[src/rtl/bus_requester_pkg.sv]
// Shared types and default widths for the bus requester slice.
// cmd_t is the unit stored in the command FIFO and presented on the shared bus.
package bus_req_pkg;

  localparam int DEF_ADDR_W     = 32;
  localparam int DEF_DATA_W     = 32;
  localparam int DEF_FIFO_DEPTH = 4;
  localparam int DEF_MAX_BURST  = 4;

  typedef enum logic [1:0] {
    IDLE,
    REQ,
    BURST,
    RELEASE
  } state_t;

  typedef struct packed {
    logic                  we;
    logic [DEF_ADDR_W-1:0] addr;
    logic [DEF_DATA_W-1:0] wdata;
  } cmd_t;

endpackage

[src/rtl/bus_requester_if.sv]
// PE command port, arbiter request/grant pair and shared-bus beat port of one requester.
// master is the requester's view; slave is the PE/arbiter/bus side.
interface bus_requester_if
  import bus_req_pkg::*;
#(
  parameter int ADDR_W = DEF_ADDR_W,
  parameter int DATA_W = DEF_DATA_W
);

  logic              i_cmd_valid;
  logic              o_cmd_ready;
  logic              i_cmd_we;
  logic [ADDR_W-1:0] i_cmd_addr;
  logic [DATA_W-1:0] i_cmd_wdata;

  logic              o_req;
  logic              i_grant;

  logic              o_bus_valid;
  logic              o_bus_we;
  logic [ADDR_W-1:0] o_bus_addr;
  logic [DATA_W-1:0] o_bus_wdata;
  logic              i_bus_ready;

  logic              o_busy;

  modport master (
    input  i_cmd_valid,
    output o_cmd_ready,
    input  i_cmd_we,
    input  i_cmd_addr,
    input  i_cmd_wdata,
    output o_req,
    input  i_grant,
    output o_bus_valid,
    output o_bus_we,
    output o_bus_addr,
    output o_bus_wdata,
    input  i_bus_ready,
    output o_busy
  );

  modport slave (
    output i_cmd_valid,
    input  o_cmd_ready,
    output i_cmd_we,
    output i_cmd_addr,
    output i_cmd_wdata,
    input  o_req,
    output i_grant,
    input  o_bus_valid,
    input  o_bus_we,
    input  o_bus_addr,
    input  o_bus_wdata,
    output i_bus_ready,
    input  o_busy
  );

endinterface

[src/rtl/bus_requester_cmd_fifo.sv]
// Synchronous command FIFO; the head entry is always visible on o_head.
// DEPTH must be a power of two so the pointers wrap naturally.
module cmd_fifo
  import bus_req_pkg::*;
#(
  parameter int DEPTH = DEF_FIFO_DEPTH
) (
  input  logic                       i_clk,
  input  logic                       i_rst_n,
  input  logic                       i_push,
  input  cmd_t                       i_data,
  input  logic                       i_pop,
  output cmd_t                       o_head,
  output logic                       o_full,
  output logic                       o_empty,
  output logic [$clog2(DEPTH+1)-1:0] o_count
);

  localparam int PTR_W = $clog2(DEPTH);
  localparam int CNT_W = $clog2(DEPTH + 1);

  cmd_t             mem [DEPTH];
  logic [PTR_W-1:0] wr_ptr;
  logic [PTR_W-1:0] rd_ptr;
  logic [CNT_W-1:0] count;

  // NOTE: storage carries no reset; only pointers and count define validity,
  // which keeps the array a plain RAM without a reset fan-out.
  always_ff @(posedge i_clk) begin
    if (i_push) begin
      mem[wr_ptr] <= i_data;
    end
  end

  // NOTE: sequential state uses non-blocking assignments so every register
  // samples pre-edge values regardless of statement order.
  always_ff @(posedge i_clk or negedge i_rst_n) begin
    if (!i_rst_n) begin
      wr_ptr <= '0;
      rd_ptr <= '0;
      count  <= '0;
    end else begin
      if (i_push) begin
        wr_ptr <= wr_ptr + PTR_W'(1);
      end
      if (i_pop) begin
        rd_ptr <= rd_ptr + PTR_W'(1);
      end
      unique case ({i_push, i_pop})
        2'b10:   count <= count + CNT_W'(1);
        2'b01:   count <= count - CNT_W'(1);
        default: count <= count;
      endcase
    end
  end

  assign o_head  = mem[rd_ptr];
  assign o_full  = (count == CNT_W'(DEPTH));
  assign o_empty = (count == '0);
  assign o_count = count;

endmodule

[src/rtl/bus_requester.sv]
// Requester client of the shared round-robin arbiter: queues PE commands, requests the bus,
// issues up to MAX_BURST beats per grant, then drops o_req for one cycle so the arbiter rotates.
module bus_requester
  import bus_req_pkg::*;
#(
  parameter int ADDR_W     = DEF_ADDR_W,
  parameter int DATA_W     = DEF_DATA_W,
  parameter int FIFO_DEPTH = DEF_FIFO_DEPTH,
  parameter int MAX_BURST  = DEF_MAX_BURST
) (
  input  logic              i_clk,
  input  logic              i_rst_n,
  bus_requester_if.master   bus
);

  // cmd_t field widths come from the package; ADDR_W/DATA_W must match them.
  localparam int FCNT_W = $clog2(FIFO_DEPTH + 1);
  localparam int BCNT_W = $clog2(MAX_BURST + 1);

  state_t              state_q;
  state_t              state_d;
  logic [BCNT_W-1:0]   beat_cnt;

  cmd_t                push_cmd;
  cmd_t                head;
  logic                full;
  logic                empty;
  logic [FCNT_W-1:0]   fifo_count;

  logic                push;
  logic                fire;
  logic                last_beat;
  logic                req;
  logic                bus_valid;

  assign push_cmd = '{we: bus.i_cmd_we, addr: bus.i_cmd_addr, wdata: bus.i_cmd_wdata};
  assign push     = bus.i_cmd_valid && !full;

  cmd_fifo #(
    .DEPTH (FIFO_DEPTH)
  ) u_cmd_fifo (
    .i_clk   (i_clk),
    .i_rst_n (i_rst_n),
    .i_push  (push),
    .i_data  (push_cmd),
    .i_pop   (fire),
    .o_head  (head),
    .o_full  (full),
    .o_empty (empty),
    .o_count (fifo_count)
  );

  // A push alongside the final pop keeps the FIFO non-empty, so the tenure continues.
  assign last_beat = (beat_cnt == BCNT_W'(MAX_BURST - 1)) ||
                     ((fifo_count == FCNT_W'(1)) && !push);

  // NOTE: every signal written here gets a default first, so no path leaves
  // one unassigned and no latch is inferred.
  always_comb begin
    state_d   = state_q;
    req       = (state_q == REQ) || (state_q == BURST);
    bus_valid = req && bus.i_grant && !empty;
    fire      = bus_valid && bus.i_bus_ready;

    unique case (state_q)
      IDLE: begin
        if (!empty) begin
          state_d = REQ;
        end
      end
      REQ: begin
        // The granted cycle may already carry a beat, which may also be the last one.
        if (bus.i_grant) begin
          state_d = (fire && last_beat) ? RELEASE : BURST;
        end
      end
      BURST: begin
        if (!bus.i_grant) begin
          state_d = REQ;
        end else if (fire && last_beat) begin
          state_d = RELEASE;
        end
      end
      RELEASE: begin
        // A lingering registered grant from the arbiter is ignored here.
        state_d = empty ? IDLE : REQ;
      end
      default: begin
        state_d = IDLE;
      end
    endcase
  end

  always_ff @(posedge i_clk or negedge i_rst_n) begin
    if (!i_rst_n) begin
      state_q  <= IDLE;
      beat_cnt <= '0;
    end else begin
      state_q <= state_d;
      if ((state_d == RELEASE) || (state_d == REQ)) begin
        beat_cnt <= '0;
      end else if (fire) begin
        beat_cnt <= beat_cnt + BCNT_W'(1);
      end
    end
  end

  assign bus.o_cmd_ready = !full;
  assign bus.o_req       = req;
  assign bus.o_bus_valid = bus_valid;
  assign bus.o_bus_we    = head.we;
  assign bus.o_bus_addr  = ADDR_W'(head.addr);
  assign bus.o_bus_wdata = DATA_W'(head.wdata);
  assign bus.o_busy      = !empty || (state_q != IDLE);

endmodule

[src/flat_wrapper.sv]
// flat-port wrapper written by rule: the top's interface ports become plain ports
module bus_requester_flat import bus_req_pkg::*;
#(
  parameter int ADDR_W     = DEF_ADDR_W,
  parameter int DATA_W     = DEF_DATA_W,
  parameter int FIFO_DEPTH = DEF_FIFO_DEPTH,
  parameter int MAX_BURST  = DEF_MAX_BURST
)
  (i_clk, i_rst_n, bus_i_cmd_valid, bus_o_cmd_ready, bus_i_cmd_we, bus_i_cmd_addr, bus_i_cmd_wdata, bus_o_req, bus_i_grant, bus_o_bus_valid, bus_o_bus_we, bus_o_bus_addr, bus_o_bus_wdata, bus_i_bus_ready, bus_o_busy);
  bus_requester_if #(.ADDR_W(ADDR_W), .DATA_W(DATA_W)) bus_i ();
  input  logic i_clk;
  input  logic i_rst_n;
  input wire logic [$bits(bus_i.i_cmd_valid)-1:0] bus_i_cmd_valid;
  output wire logic [$bits(bus_i.o_cmd_ready)-1:0] bus_o_cmd_ready;
  input wire logic [$bits(bus_i.i_cmd_we)-1:0] bus_i_cmd_we;
  input wire logic [$bits(bus_i.i_cmd_addr)-1:0] bus_i_cmd_addr;
  input wire logic [$bits(bus_i.i_cmd_wdata)-1:0] bus_i_cmd_wdata;
  output wire logic [$bits(bus_i.o_req)-1:0] bus_o_req;
  input wire logic [$bits(bus_i.i_grant)-1:0] bus_i_grant;
  output wire logic [$bits(bus_i.o_bus_valid)-1:0] bus_o_bus_valid;
  output wire logic [$bits(bus_i.o_bus_we)-1:0] bus_o_bus_we;
  output wire logic [$bits(bus_i.o_bus_addr)-1:0] bus_o_bus_addr;
  output wire logic [$bits(bus_i.o_bus_wdata)-1:0] bus_o_bus_wdata;
  input wire logic [$bits(bus_i.i_bus_ready)-1:0] bus_i_bus_ready;
  output wire logic [$bits(bus_i.o_busy)-1:0] bus_o_busy;
  assign bus_i.i_cmd_valid = bus_i_cmd_valid;
  assign bus_o_cmd_ready = bus_i.o_cmd_ready;
  assign bus_i.i_cmd_we = bus_i_cmd_we;
  assign bus_i.i_cmd_addr = bus_i_cmd_addr;
  assign bus_i.i_cmd_wdata = bus_i_cmd_wdata;
  assign bus_o_req = bus_i.o_req;
  assign bus_i.i_grant = bus_i_grant;
  assign bus_o_bus_valid = bus_i.o_bus_valid;
  assign bus_o_bus_we = bus_i.o_bus_we;
  assign bus_o_bus_addr = bus_i.o_bus_addr;
  assign bus_o_bus_wdata = bus_i.o_bus_wdata;
  assign bus_i.i_bus_ready = bus_i_bus_ready;
  assign bus_o_busy = bus_i.o_busy;
  bus_requester #(.ADDR_W(ADDR_W), .DATA_W(DATA_W), .FIFO_DEPTH(FIFO_DEPTH), .MAX_BURST(MAX_BURST)) u_core (.i_clk(i_clk), .i_rst_n(i_rst_n), .bus(bus_i));
endmodule
[config.mk]
export PLATFORM = sky130hd
export DESIGN_NAME = bus_requester_flat
export DESIGN_NICKNAME = d
export VERILOG_FILES = /design/src/rtl/bus_requester_pkg.sv /design/src/rtl/bus_requester_if.sv /design/src/rtl/bus_requester_cmd_fifo.sv /design/src/rtl/bus_requester.sv /design/src/flat_wrapper.sv
export SDC_FILE = /design/constraint.sdc
export NUM_CORES = 1
export LEC_CHECK = 0
export CORE_MARGIN = 2
export CORE_UTILIZATION = 35
export DETAILED_ROUTE_END_ITERATION = 12
export SLEW_MARGIN = 20
export SYNTH_ARGS = -nofsm -noshare
export SYNTH_HDL_FRONTEND = slang
export SYNTH_SLANG_ARGS = --single-unit
[constraint.sdc]
create_clock -name i_clk -period 7.5 [get_ports i_clk]
set_input_delay 1.125 -clock i_clk [delete_from_list [all_inputs] [get_ports i_clk]]
set_output_delay 1.125 -clock i_clk [all_outputs]
set_load 0.1 [all_outputs]
== Word level (Yosys, flattened, before mapping) ==
Memories as Yosys holds them, arrays and structs flattened.
Index checks and enable logic that the tools add are counted.

* Multiplexer cells: 12
* Equality and inequality tests: 10
* $add $sub $neg: 5
* Reduce and logical (&&, ||, !) cells: 18

{| class="wikitable"
|+ Operators with widths
! cell !! count
|-
| $eq 2x2->1 const B || 4
|-
| $mux 2 || 4
|-
| $pmux 2 s4 || 1
|-
| $add 3x1->3 const B || 2
|-
| $eq 2x1->1 const B || 3
|-
| $logic_and 1x1->1 || 6
|-
| $mux 3 || 2
|-
| $pmux 3 s2 || 1
|-
| $reduce_bool 2->1 || 3
|-
| $add 2x1->2 const B || 2
|-
| $logic_or 1x1->1 || 4
|-
| $mux 1 || 4
|-
| $eq 3x1->1 const B || 1
|-
| $eq 3x2->1 const B || 1
|-
| $eq 3x3->1 const B || 1
|-
| $logic_not 1->1 || 3
|-
| $logic_not 3->1 || 1
|-
| $sub 3x1->3 const B || 1
|-
| $logic_not 2->1 || 1
|}

* Input bits: 70
* Memories: 1
* Memory bits (writable): 260
* Output and inout bits: 69
* Bits in registers: 12

{| class="wikitable"
|+ Memory list
! memory !! words !! bits a word !! rd ports !! clocked after memory_dff !! wr ports !! line !! source
|-
| u_core.u_cmd_fifo.mem || 4 || 65 || 1 || 0 || 1 || bus_requester_cmd_fifo.sv:22 || <nowiki>cmd_t mem [DEPTH];</nowiki>
|}

== Longest topological paths before layout ==
* Depth after elaboration: 13
* Mapped depth: 9
* Gate-level depth less buffers: 9

== By module ==
From an unflattened synthesis, not the netlist that was laid out.

* Cells, all modules: 428
* Area, all modules: 10,286.1 µm²

{| class="wikitable"
|+ By module, submodules not included
! module !! area an instance (µm²) !! times used !! cells each !! seq. area each (µm²)
|-
| cmd_fifo || 9,811.9 || 1 || 377 || 7,982.7
|-
| bus_requester || 474.2 || 1 || 51 || 125.1
|}

== Worst setup path after synthesis ==
OpenSTA, ideal clock, no wires.

* Path type: reg-to-reg
* From: reg u_core.u_cmd_fifo.count[0] (netlist: u_core.u_cmd_fifo.o_count[0])
* To: mem u_core.u_cmd_fifo.mem[0][0] in the netlist's numbering, enable pin
* Path buffers: 0
* Data required time: 7.070 ns
* Data arrival time: 3.119 ns
* Cell stages (with the launch flop): 5
* Path slack: 3.950 ns
* Cells stage by stage: dfrtp_1 inv_1 ha_1 nand2_1 and3_1

* Word-level cells in the longest chain between the ends: 5

{| class="wikitable"
|+ RTL lines
! what !! line !! source
|-
| start, declared || bus_requester_cmd_fifo.sv:25 || <nowiki>logic [CNT_W-1:0] count;</nowiki>
|-
| start signal, assigned || bus_requester_cmd_fifo.sv:50 || <nowiki>2'b10: count <= count + CNT_W'(1);</nowiki>
|-
| start signal, assigned || bus_requester_cmd_fifo.sv:51 || <nowiki>2'b01: count <= count - CNT_W'(1);</nowiki>
|-
| start signal, assigned || bus_requester_cmd_fifo.sv:52 || <nowiki>default: count <= count;</nowiki>
|-
| $eq 3x3->1 || bus_requester_cmd_fifo.sv:58 || <nowiki>assign o_full = (count == CNT_W'(DEPTH));</nowiki>
|-
| $logic_not 1->1 || n/a ||
|-
| named net bus_o_cmd_ready || flat_wrapper.sv:14 || <nowiki>output wire logic [$bits(bus_i.o_cmd_ready)-1:0] bus_o_cmd_ready;</nowiki>
|-
| $logic_and 1x1->1 || bus_requester.sv:37 || <nowiki>assign push = bus.i_cmd_valid && !full;</nowiki>
|-
| $mux 1 || bus_requester_cmd_fifo.sv:30 || <nowiki>if (i_push) begin</nowiki>
|-
| $mux 1 (not written as such) || bus_requester_cmd_fifo.sv:31 || <nowiki>mem[wr_ptr] <= i_data;</nowiki>
|-
| end, declared || bus_requester_cmd_fifo.sv:22 ||
|}

The timed path passes the listed nets, and every way through them passes these cells.

== Worst setup path in the final report ==
* From: reg u_core.u_cmd_fifo.rd_ptr[0]
* To: out bus_o_bus_addr[24]

* Word-level cells in the longest chain between the ends: 1

{| class="wikitable"
|+ RTL lines
! what !! line !! source
|-
| start, declared || bus_requester_cmd_fifo.sv:24 || <nowiki>logic [PTR_W-1:0] rd_ptr;</nowiki>
|-
| start signal, assigned || bus_requester_cmd_fifo.sv:47 || <nowiki>rd_ptr <= rd_ptr + PTR_W'(1);</nowiki>
|-
| $mem_v2 4x65 || n/a ||
|-
| end, declared || flat_wrapper.sv:22 || <nowiki>output wire logic [$bits(bus_i.o_bus_addr)-1:0] bus_o_bus_addr;</nowiki>
|}

No other way between the ends.

==> run summary <==
FMAX - 207 MHz
Dpl cell area - 12000 um2
Largest net degree at the start of global routing - 67
Crit path capture type - output pin
Final hold vios - 0
Total congestion overflow - 0
GRT Total Usage - 12.5%
RSZ-0062 raised after global routing - no
Synthesized area - 10300 um2
Max transition margin - 29.9%
Top_reg_cell synth - edfxtp_1
GPL Wtd Cong - 0.701
DRT Wirelength - 19.1 mm
Via count - 4702
Synth top area cells - edfxtp_1 76%, mux4_2 14%, dfrtp_1 2.9%
Most common library cells after synthesis - 260 x edfxtp_1, 65 x mux4_2, 16 x ha_1
TritonCTS clock tree - done
CP Launch Type - flop
Die outline area - 30700 um2
Skew final - 0.0179 ns
Die Ht - 175 um
Setup Crit Path Kind - flop to output pin
Post-route minimum period - 4.83 ns
Final setup fails - 0
First drt pass iteration count - 4
Syn nets - 508
First-pass GRT wire length - 29.7 mm
Synth top area share - 76.2%
Cts hold-fix bufs - 0
CTS Buffer Depth - 3
Flops & latches, synth - 272
Worst-Margin Slew - 1.05 ns
Clock latency on the worst-skew pair - 0.54 ns
# port buffers - 138
CP max FO - 41
DRC - 0
Root Driver - clkbuf_16
Row Count - 62
Layout Area Growth over Synthesis - 26.3%
Final-report max-slew violation count - 0
Fraction of layout instances using a drive strength above 1 - 19.7%
Synthesis Warnings - 0
PostCTS Resize Cnt - 0
DP Wirelength - 10.8 mm
Crit path DAT - 3.71 ns
Antenna violations before repair - 2
Area leader, netlist - edfxtp_1
I/O pins - 139
Drt wl/cell - 19.4 um
Worst Path Required - 6.38 ns
Final Util - 45.0%
H-tree depth - 1
Cell area after layout - 13000 um2
Ys async rst share - 4.41%
DR vias/cell - 4.77
CTS Sinks - 272
Die Wd - 175 um
Min-delay worst type - flop to flop
Core footprint - 28800 um2
Reg clk slew, reported paths - 0.06 ns
Synth unique cells - 27
Mean Syn Cell Area - 24.3 um2
Post-CTS Setup Inserts - 0
Post-synth EDFFs - 260
Cts bufs inserted - 28
Most numerous cell in the Yosys netlist - edfxtp_1
Vias in the first global route - 5289
Post-route antenna net violation count - 0
Setup TNS Final - 0 ns
Syn Inst Count - 422
Max_cap viols - 0
Initial DRC Count - 246
Period utilization - 64.4%
Initial Util - 35.6%
Run status - finished, final reports clean
Sequential share of the synthesized area - 79.1%
Nets - 665
## per-stage QoR
step                      hold slack, ns  setup slack, ns  std cells
final                              0.548             2.67        985
after global routing               0.593             2.36        984
after CTS                          0.547             2.49        981
after detailed placement           0.519             3.08        930
after global placement             0.489             3.09        930
after floorplan                    0.475             3.95        422
## final cells by class
| type | instances | area, um2 |
|---|---|---|
| Clock buffer | 38 | 790 |
| Fill cell | 2404 | 15800 |
| Sequential cell | 272 | 8120 |
| Multi-Input combinational cell | 124 | 1980 |
| Inverter | 11 | 41.3 |
| Antenna cell | 1 | 2.50 |
| Clock inverter | 13 | 91.3 |
| Timing Repair Buffer | 142 | 1460 |
| Tap cell | 384 | 480 |
## kinds of logic after synthesis
| family | count (synthesis) | share of synthesized area [%] |
|---|---|---|
| AND/OR/NAND/NOR | 20 | 1.10 |
| buffers and inverters | 26 | 1.83 |
| multiplexers | 69 | 14.7 |
| adder cells (fa/ha/maj) | 16 | 1.95 |
| XOR/XNOR | 7 | 0.598 |
| flip-flops | 272 | 79.1 |
| AO/OA/AOI/OAI | 12 | 0.769 |
## layout by cell type, fill, tap and decap left out, types with 4 or more instances in the layout
master,Yosys,final
edfxtp_1,260,260
clkbuf_16,0,29
clkdlybuf4s50_1,0,138
xnor2_1,6,6
dfrtp_1,12,10
and3_4,0,4
nand2_1,5,5
clkbuf_1,2,6
inv_1,11,11
and2_1,4,4
a21oi_1,4,4
clkinv_2,0,7
mux4_2,65,65
ha_1,16,16
mux2i_1,4,4
## flip-flops by register name, indices dropped and copies added (netlist names)
| signal | cells |
|---|---|
| u_core.beat_cnt | 3 |
| u_core.state_q | 2 |
| u_core.u_cmd_fifo.mem | 260 |
| u_core.u_cmd_fifo.o_count | 3 |
| u_core.u_cmd_fifo.rd_ptr | 2 |
| u_core.u_cmd_fifo.wr_ptr | 2 |
## layer usage
layer / routed length [um] / vias up / track usage (%) / part of all wire (%)
met4: 515 / 0 / 3.85 / 2.7
met3: 1260 / 42 / 3.66 / 6.6
met1: 7640 / 2444 / 15.3 / 40
li1: - / 2086 / - / -
met5: 0 / - / 0 / 0
met2: 9670 / 130 / 21.4 / 51
## worst max-delay path, cell delays in order (launching register included)
cell             delay (ns)
dfrtp_4                0.97
buf_4                  0.59
mux4_2                 0.59
clkdlybuf4s50_1        0.98
## path summary, 6_finish.rpt
check | start | to | slack (ns) | cells after the start
worst max-delay path | u_core.u_cmd_fifo.rd_ptr[0] | bus_o_bus_addr[24] | 2.67 | 3
worst min-delay path | u_core.u_cmd_fifo.o_count[1] | u_core.u_cmd_fifo.o_count[1] | 0.55 | 2
worst max register to register | u_core.u_cmd_fifo.o_count[0] | u_core.u_cmd_fifo.mem[0][14] | 5.16 | 4
worst min register to register | u_core.u_cmd_fifo.o_count[1] | u_core.u_cmd_fifo.o_count[1] | 0.55 | 2
max in group asynchronous | i_rst_n | u_core.u_cmd_fifo.rd_ptr[1] | 6.10 | 1
min in group asynchronous | i_rst_n | u_core.state_q[1] | 0.96 | 1
Power is left out: the tool's default activity adds up to more than one toggle a clock period on the data nets, which glitch-free logic cannot reach.
